**src/rtl/mem_control_pkg.sv**
```systemverilog
// Shared memory-controller definitions: default DRAM geometry, derived address
// field widths and the packed completion record used on the DRAM return path.
package mem_control_pkg;

    localparam int DEF_ROW_BITS        = 8;
    localparam int DEF_COL_BITS        = 4;
    localparam int DEF_BANK_GROUPS     = 4;
    localparam int DEF_BANKS_PER_GROUP = 2;
    localparam int DEF_DATA_WIDTH      = 64;

    localparam int BANK_GRP_BITS = $clog2(DEF_BANK_GROUPS);
    localparam int BANK_BITS     = $clog2(DEF_BANKS_PER_GROUP);
    localparam int LOWER_BITS    = DEF_COL_BITS + BANK_BITS + BANK_GRP_BITS;

    // Field order matches the physical address layout, row in the MSBs.
    typedef struct packed {
        logic [DEF_ROW_BITS-1:0]   row;
        logic [BANK_GRP_BITS-1:0]  bg;
        logic [BANK_BITS-1:0]      ba;
        logic [DEF_COL_BITS-1:0]   col;
        logic [DEF_DATA_WIDTH-1:0] data;
    } completion_t;

    // Width of the {bg, ba, col} slice sitting below the row field.
    function automatic int lower_bits(input int col_bits, input int bank_groups,
                                      input int banks_per_group);
        return col_bits + $clog2(bank_groups) + $clog2(banks_per_group);
    endfunction

endpackage

```
**src/rtl/resp_fifo.sv**
```systemverilog
// Valid/ready FIFO with registered storage, no write-to-read bypass and a
// zero-masked head while empty.
module resp_fifo #(
    parameter int WIDTH = 8,
    parameter int DEPTH = 4
) (
    input  logic                     clk_in,
    input  logic                     rst_in,
    input  logic                     wr_valid,
    output logic                     wr_ready,
    input  logic [WIDTH-1:0]         wr_data,
    output logic                     rd_valid,
    input  logic                     rd_ready,
    output logic [WIDTH-1:0]         rd_data,
    output logic [$clog2(DEPTH):0]   count
);

    localparam int PTR_W = $clog2(DEPTH);
    localparam int CNT_W = PTR_W + 1;
    localparam logic [CNT_W-1:0] FULL = CNT_W'(DEPTH);

    logic [WIDTH-1:0] mem [DEPTH];
    logic [PTR_W-1:0] wr_ptr;
    logic [PTR_W-1:0] rd_ptr;
    logic             push;
    logic             pop;

    // Readiness depends only on occupancy, so a pop never frees a slot for the same edge.
    assign wr_ready = (count != FULL);
    assign rd_valid = (count != '0);
    assign push     = wr_valid && wr_ready;
    assign pop      = rd_valid && rd_ready;

    always_ff @(posedge clk_in or posedge rst_in) begin
        if (rst_in) begin
            wr_ptr <= '0;
            rd_ptr <= '0;
            count  <= '0;
        end else begin
            if (push) wr_ptr <= wr_ptr + 1'b1;
            if (pop)  rd_ptr <= rd_ptr + 1'b1;
            case ({push, pop})
                2'b10:   count <= count + 1'b1;
                2'b01:   count <= count - 1'b1;
                default: count <= count;
            endcase
        end
    end

    // NOTE: storage is deliberately not reset; stale contents are hidden by the empty mask below.
    always_ff @(posedge clk_in) begin
        if (push) mem[wr_ptr] <= wr_data;
    end

    assign rd_data = rd_valid ? mem[rd_ptr] : '0;

endmodule

```
**src/rtl/mem_addr_composer.sv**
```systemverilog
// Queues DRAM read completions and rebuilds the physical bus address from the
// returned {row, bg, ba, col} fields before handing them back to the bus.
module mem_addr_composer
    import mem_control_pkg::*;
#(
    parameter int ROW_BITS        = DEF_ROW_BITS,
    parameter int COL_BITS        = DEF_COL_BITS,
    parameter int PADDR_BITS      = 19,
    parameter int BANK_GROUPS     = DEF_BANK_GROUPS,
    parameter int BANKS_PER_GROUP = DEF_BANKS_PER_GROUP,
    parameter int DATA_WIDTH      = DEF_DATA_WIDTH,
    parameter int DEPTH           = 4
) (
    input  logic                               clk_in,
    input  logic                               rst_in,
    input  logic                               dram_valid_in,
    output logic                               dram_ready_out,
    input  logic [ROW_BITS-1:0]                row_in,
    input  logic [COL_BITS-1:0]                col_in,
    input  logic [$clog2(BANK_GROUPS)-1:0]     bg_in,
    input  logic [$clog2(BANKS_PER_GROUP)-1:0] ba_in,
    input  logic [DATA_WIDTH-1:0]              data_in,
    output logic                               mem_bus_valid_out,
    input  logic                               mem_bus_ready_in,
    output logic [PADDR_BITS-1:0]              mem_bus_addr_out,
    output logic [DATA_WIDTH-1:0]              mem_bus_data_out,
    output logic [$clog2(DEPTH):0]             count_out
);

    localparam int BG_W    = $clog2(BANK_GROUPS);
    localparam int BA_W    = $clog2(BANKS_PER_GROUP);
    localparam int LO_W    = lower_bits(COL_BITS, BANK_GROUPS, BANKS_PER_GROUP);
    localparam int ENTRY_W = ROW_BITS + LO_W + DATA_WIDTH;

    // Same layout as completion_t, re-sized to this instance's geometry.
    typedef struct packed {
        logic [ROW_BITS-1:0]   row;
        logic [BG_W-1:0]       bg;
        logic [BA_W-1:0]       ba;
        logic [COL_BITS-1:0]   col;
        logic [DATA_WIDTH-1:0] data;
    } entry_t;

    entry_t push_entry;
    entry_t head_entry;

    assign push_entry = {row_in, bg_in, ba_in, col_in, data_in};

    resp_fifo #(
        .WIDTH (ENTRY_W),
        .DEPTH (DEPTH)
    ) u_resp_fifo (
        .clk_in   (clk_in),
        .rst_in   (rst_in),
        .wr_valid (dram_valid_in),
        .wr_ready (dram_ready_out),
        .wr_data  (push_entry),
        .rd_valid (mem_bus_valid_out),
        .rd_ready (mem_bus_ready_in),
        .rd_data  (head_entry),
        .count    (count_out)
    );

    // Zero-extension fills the bus bits above the row field.
    assign mem_bus_addr_out = PADDR_BITS'({head_entry.row, head_entry.bg,
                                           head_entry.ba, head_entry.col});
    assign mem_bus_data_out = head_entry.data;

endmodule

```
**config.mk**
```make
export PLATFORM = sky130hd
export DESIGN_NAME = mem_addr_composer
export DESIGN_NICKNAME = d
export VERILOG_FILES = /design/src/rtl/mem_control_pkg.sv /design/src/rtl/resp_fifo.sv /design/src/rtl/mem_addr_composer.sv
export SDC_FILE = /design/constraint.sdc
export NUM_CORES = 1
export LEC_CHECK = 0
export CORE_MARGIN = 5
export CORE_UTILIZATION = 46
export CTS_CLUSTER_DIAMETER = 30
export DETAILED_ROUTE_END_ITERATION = 7
export PLACE_DENSITY_LB_ADDON = 0.15
export SYNTH_ARGS = -nofsm -noshare
export SYNTH_HDL_FRONTEND = slang
export SYNTH_SLANG_ARGS = --single-unit
```
**constraint.sdc**
```tcl
create_clock -name clk_in -period 4.1 [get_ports clk_in]
set_clock_uncertainty 0.15 [all_clocks]
set_input_delay 0.41 -clock clk_in [delete_from_list [all_inputs] [get_ports clk_in]]
set_output_delay 0.41 -clock clk_in [all_outputs]
set_load 0.05 [all_outputs]
```
-- Yosys cells after proc, flatten, opt, wreduce, memory -nomap -nowiden
Memories as Yosys holds them, arrays and structs flattened.
Index checks and enable logic that the tools add are counted.
- bits in registers: 7
- bits in latches: 0
- RAM bits: 316
- memory bits (read-only): 0
- input bits: 83
- output and inout port bits: 88
- word-level logic and storage cells: 19
- memories: 1
- memory list (memory ; depth ; width ; rd ports ; clocked after Yosys merged registers in ; wr ports ; RTL line ; text):
    u_resp_fifo.mem ; 4 ; 79 ; 1 ; 0 ; 1 ; resp_fifo.sv:22 ; logic [WIDTH-1:0] mem [DEPTH];
- add/subtract/negate cells: 4
- multipliers: 0
- div/mod/pow operators: 0
- magnitude comparators: 0
- eq/ne operators: 3
- shift operators: 0
- muxes and demuxes: 4
- bitwise logic cells: 0
- reductions and logical operators: 4
- operator list (operator ; count):
    79-bit two-way mux ; 1
    3-bit case mux with 2 select lines ; 1
    2-bit by 1-bit adder with 2-bit output (second input constant) ; 2
    3-bit by 1-bit adder with 3-bit output (second input constant) ; 1
    3-bit inequality test (second input constant) ; 1
    3-bit nonzero test ; 1
    3-bit by 1-bit subtractor with 3-bit output (second input constant) ; 1
    2-bit by 1-bit equality test with 1-bit output (second input constant) ; 1
    2-bit equality test (second input constant) ; 1
    1-bit logical AND ; 2
    1-bit two-way mux ; 2
    2-bit nonzero test ; 1

-- Depth between registers and ports, before layout
Gate-level depths: netlist of the first run.
- depth in word-level cells: 4
- gate-level depth with buffers: 9
- depth with buffers taken out: 9

-- By module
Synthesis of the first run repeated with hierarchy kept, for this count alone.
- cells, all modules: 544
- area total of the unflattened synthesis: 12469.5 µm²
- modules (own cells, without submodules) (module ; times used ; cells an instance ; area an instance (µm²) ; sequential area each (µm²)):
    resp_fifo ; 1 ; 539 ; 12435.7 ; 9664.3
    mem_addr_composer ; 1 ; 5 ; 33.8 ; 0.0

-- Worst setup path before layout of the first run
Ideal clock, no wire load.
- path type: register -> register
- start point: register u_resp_fifo.count[0]
- end point: memory u_resp_fifo.mem[0][0] (netlist bit), enable pin
- library setup time: 447 ps
- arrival: 2960 ps
- required time: 3503 ps
- setup slack: 544 ps
- cell stages (with the launch flop): 3
- buffers on the path: 0
- period minus slack after synthesis: 3556 ps
- cells stage by stage: dfrtp_1 or3b_4 and3_1
- word-level cells in the longest chain between the ends: 4
- ends and longest elaborated chain (element ; RTL line ; text):
    start: declaration ; resp_fifo.sv:15 ; output logic [$clog2(DEPTH):0] count
    start signal: assignment ; resp_fifo.sv:43 ; 2'b10: count <= count + 1'b1;
    start signal: assignment ; resp_fifo.sv:44 ; 2'b01: count <= count - 1'b1;
    start signal: assignment ; resp_fifo.sv:45 ; default: count <= count;
    3-bit inequality test ; resp_fifo.sv:29 ; assign wr_ready = (count != FULL);
    via dram_ready_out ; mem_addr_composer.sv:17 ; output logic dram_ready_out,
    1-bit logical AND ; resp_fifo.sv:31 ; assign push = wr_valid && wr_ready;
    1-bit two-way mux ; resp_fifo.sv:52 ; if (push) mem[wr_ptr] <= wr_data;
    1-bit two-way mux (not written as such) ; resp_fifo.sv:52 ;
    end: declaration ; resp_fifo.sv:22 ;
The timed path passes the listed nets, and every way through them passes these cells.

-- Worst setup path after layout of the first run
- start point: register u_resp_fifo.rd_ptr[0]
- end point: output port mem_bus_data_out[13]
- word-level cells in the longest chain between the ends: 2
- ends and longest elaborated chain (element ; RTL line ; text):
    start: declaration ; resp_fifo.sv:24 ; logic [PTR_W-1:0] rd_ptr;
    start signal: assignment ; resp_fifo.sv:41 ; if (pop) rd_ptr <= rd_ptr + 1'b1;
    memory read 4 x 79 bit ; n/a ;
    79-bit two-way mux ; resp_fifo.sv:55 ; assign rd_data = rd_valid ? mem[rd_ptr] : '0;
    end: declaration ; mem_addr_composer.sv:26 ; output logic [DATA_WIDTH-1:0] mem_bus_data_out,
Every way passes these cells.

==> flow_summary.yaml, run 1 <==
cells_and_area:
  fin_nets: 843
  final_cell_area_sq_mm: 0.0165
  fillers: 1861
  diodes: 0
  drive_gt1_frac: 0.240
  syn2layout_area_growth_pct: 32.4
pwr:
  internal_power_w: 0.0100
  combPwrFrac: 0.399
  p_sw_frac: 0.361
  powerDensity_mw_per_mm2: 949
  power.leakage_nw: 5.51
  power_frac_seq: 0.300
  ir_worst_vdd_mv: 0.668
  power.share.clock: 0.301
  p_sw_w: 0.00566
global_routing:
  antenna_found_initial: 2
  grt_max_degree: 47
  grt_usage: 0.166
  overflow: 0
  grt_pass1_vias: 6718
  grt_pass1_wl_mm: 39.0
drt:
  ant_nets: 0
  drc: 0
  drt_iter0_markers: 358
  vias_per_cell: 5.28
  wirelength_mm: 25.1
  num_vias: 6019
  wl_per_cell_um: 22.0
  first_pass_iters: 4
critical_path:
  r2r_slack_ns: 1.06
  cpPeakStageDelay_ns: 0.84
  r2r-start: "u_resp_fifo.count[0]"
  worstPathMaxFanout: 29
  critPathKind: "flip-flop to primary output"
  cp-start-kind: "flip-flop"
  critPathBufInv: 2
  crit_arrival_ns: 3.13
  path_cells: "buf_4 > mux4_2 > and2_1 > clkdlybuf4s50_1"
  worstPathRequired_ns: 3.54
  r2r_end: "u_resp_fifo.count[2]"
  critPathTopFamily: "buffers and inverters"
  worstSetupEndpointType: "primary output"
  r2r_cells: 9
  slowest_stage: "dfrtp_4"
floorplanning:
  initial_core_util: 0.465
  die-area_sq_mm: 0.0305
  placementRows: 60
  ios: 171
  die_h_um: 175
  die_w_um: 175
  placeableCoreArea_sq_mm: 0.0268
timing:
  tightestPinTransition_ns: 0.731
  hold_viol: 0
  setup_ws_ns: 0.407
  setup_viol: 0
  grt_setup_unrepaired: "no"
  slew-limit-headroom: 0.512
  setup_tns_ns: 0
  fmax_mhz: 271
  slew_viol_final: 0
  period_minus_slack_ns: 3.69
  period_share: 0.901
logic_synthesis:
  synth_warnings: 0
  netlist-cell-type-count: 24
  synth_top_area_share: 0.761
  synth_area_leader_cell: "edfxtp_1"
  yosysSeqAreaShare: 0.775
  netlist_top_cells_area: "edfxtp_1 (76%), mux4_2 (14%), and2_1 (4.0%)"
  synth_area_sq_mm: 0.0125
  synth.avg_cell_area_sq_um: 22.9
  ys_ff_latch: 323
  synth_cells: 544
clock_tree:
  clk_latency_ns: 0.54
  htreeDepth: 2
  postCtsSetupRepairBufs: 0
  clk_pin_slew_ns: 0.05
  numCtsBuffers: 56
  clock-sinks: 323
  cts_root_buffer: "clkbuf_16"
  cts.path.max_buffers: 3
  cts_tree: "yes"
run:
  maxCapViolations: 0
status:
  outcome: "complete, no violations"
placed_design:
  io_buffers: 166
  gp_congestion: 0.706
  dp_slack_ns: 0.918
  dpl.hpwl_mm: 14.8
  placed_area_sq_mm: 0.0145
min_path:
  min_from: "data_in[46]"
  hold_depth: 1
  hold_path.class: "primary input to flip-flop"
  hold_path_end: "u_resp_fifo.mem[3][46]"
sequential cells by signal, summed over array words and instances, names as in the netlist:
register and cells:
u_resp_fifo.rd_ptr 2, u_resp_fifo.wr_ptr 2, u_resp_fifo.count 3, u_resp_fifo.mem 316
synthesized netlist by cell type:
library cell  instances
edfxtp_1            316
and2_1               80
mux4_2               79
buf_2                 9
clkbuf_1              9
buf_12                7
dfrtp_1               7
inv_1                 7
ha_1                  5
and3_1                4
buf_4                 4
xnor2_1               3
xor2_1                3
and2_4                1
buf_6                 1
buf_8                 1
conb_1                1
fa_1                  1
mux2_4                1
mux2i_1               1
nand3_1               1
nor2_1                1
or3_1                 1
or3b_4                1
what timing repair did:
item | in CTS | in global routing
endpoints found under the hold margin | 7 | 0
gates resized for setup | 0 | 0
hold buffers | 1 | 0
cells in the final DEF, fill, tap and decap left out:
master and n:
mux2_4 1, buf_12 9, mux2i_1 1, and2_1 80, and3_4 4, buf_4 4
and2_4 1, clkinv_2 6, or3_2 1, clkdlybuf4s50_1 166, xor2_1 3, conb_1 4
dfrtp_4 2, inv_16 1, fa_1 1, clkinv_4 5, clkinvlp_4 8, mux4_2 79
inv_6 2, inv_8 1, clkbuf_16 57, nor2_1 1, bufinv_16 10, dfrtp_1 5
or3b_4 1, edfxtp_1 316, nand3_1 1, clkinv_1 5, xnor2_1 3, clkbuf_1 9
ha_1 5, dlygate4sd3_1 1, inv_1 7
layer usage:
metal | up-vias | share of wire | global-route usage
li1 | 2651 | - | -
met1 | 3129 | 0.40 | 0.212
met2 | 191 | 0.51 | 0.279
met3 | 44 | 0.069 | 0.0500
met4 | 4 | 0.017 | 0.0471
met5 | - | 0.0010 | 0
metrics by stage:
step | hold slack (ns) | total power (W) | instances | utilization
after detailed placement | 0.390 | 0.0111 | 1036 | 0.542
after global routing | 0.318 | 0.0163 | 1141 | 0.616
final | 0.334 | 0.0157 | 1141 | 0.616
after floorplan | 0.0634 | 0.00910 | 547 | -
after global placement | 0.356 | 0.0110 | 1036 | 0.542
after CTS | 0.315 | 0.0159 | 1141 | 0.616
worst register-to-register path, cell delays in order, from the launching register on:
cell     delay [ns]
dfrtp_1        0.42
or3_2          0.84
buf_12         0.37
and2_1         0.23
ha_1           0.24
inv_1          0.08
fa_1           0.20
xor2_1         0.18
nor2_1         0.08
xor2_1         0.14
cell families after synthesis:
logic type / after synthesis / synth area share
xor gates and xnor gates: 6 / 0.00422
adders and majority gates: 6 / 0.00662
buffers and inverters: 38 / 0.0242
DFF: 323 / 0.775
muxes: 81 / 0.145
other: 1 / 0.000301
and+or+nand+nor: 89 / 0.0450
layout make-up:
| type | count | area, sq um | area share |
|---|---|---|---|
| repair buffers | 180 | 1880 | 0.114 |
| clock inverters | 38 | 502 | 0.0304 |
| inverters | 7 | 26.3 | 0.00159 |
| multi-input cells | 186 | 2540 | 0.154 |
| clock buffers | 66 | 1460 | 0.0885 |
| flip-flops and latches | 323 | 9670 | 0.586 |
| well taps | 341 | 427 | 0.0259 |
power by group through the flow:
stage               Clock, W  Sequential, W  Combinational [W]
detailed placement         0        0.00477            0.00633
global placement           0        0.00473            0.00631
finish               0.00471        0.00469            0.00625
CTS                  0.00481        0.00472            0.00636
floorplan                  0        0.00463            0.00447
global route         0.00500        0.00477            0.00654
worst max-delay path by stage:
stage                           from               endpoint  cells past startpoint
3_3_place_gp   u_resp_fifo.rd_ptr[0]   mem_bus_data_out[13]                      4
2_1_floorplan   u_resp_fifo.count[0]  u_resp_fifo.mem[0][0]                      2
5_1_grt        u_resp_fifo.rd_ptr[0]   mem_bus_data_out[13]                      4
4_1_cts        u_resp_fifo.rd_ptr[0]   mem_bus_data_out[13]                      4
6_report       u_resp_fifo.rd_ptr[0]   mem_bus_data_out[13]                      4
3_5_place_dp   u_resp_fifo.rd_ptr[0]   mem_bus_data_out[13]                      4
Power figures use the tool's default switching activity.
==> run 2, diff against run 1 <==
- SLEW_MARGIN: default -> 0
==> results of run 2 <==
The final DEF is identical to that of run 1; final timing and power are the same.
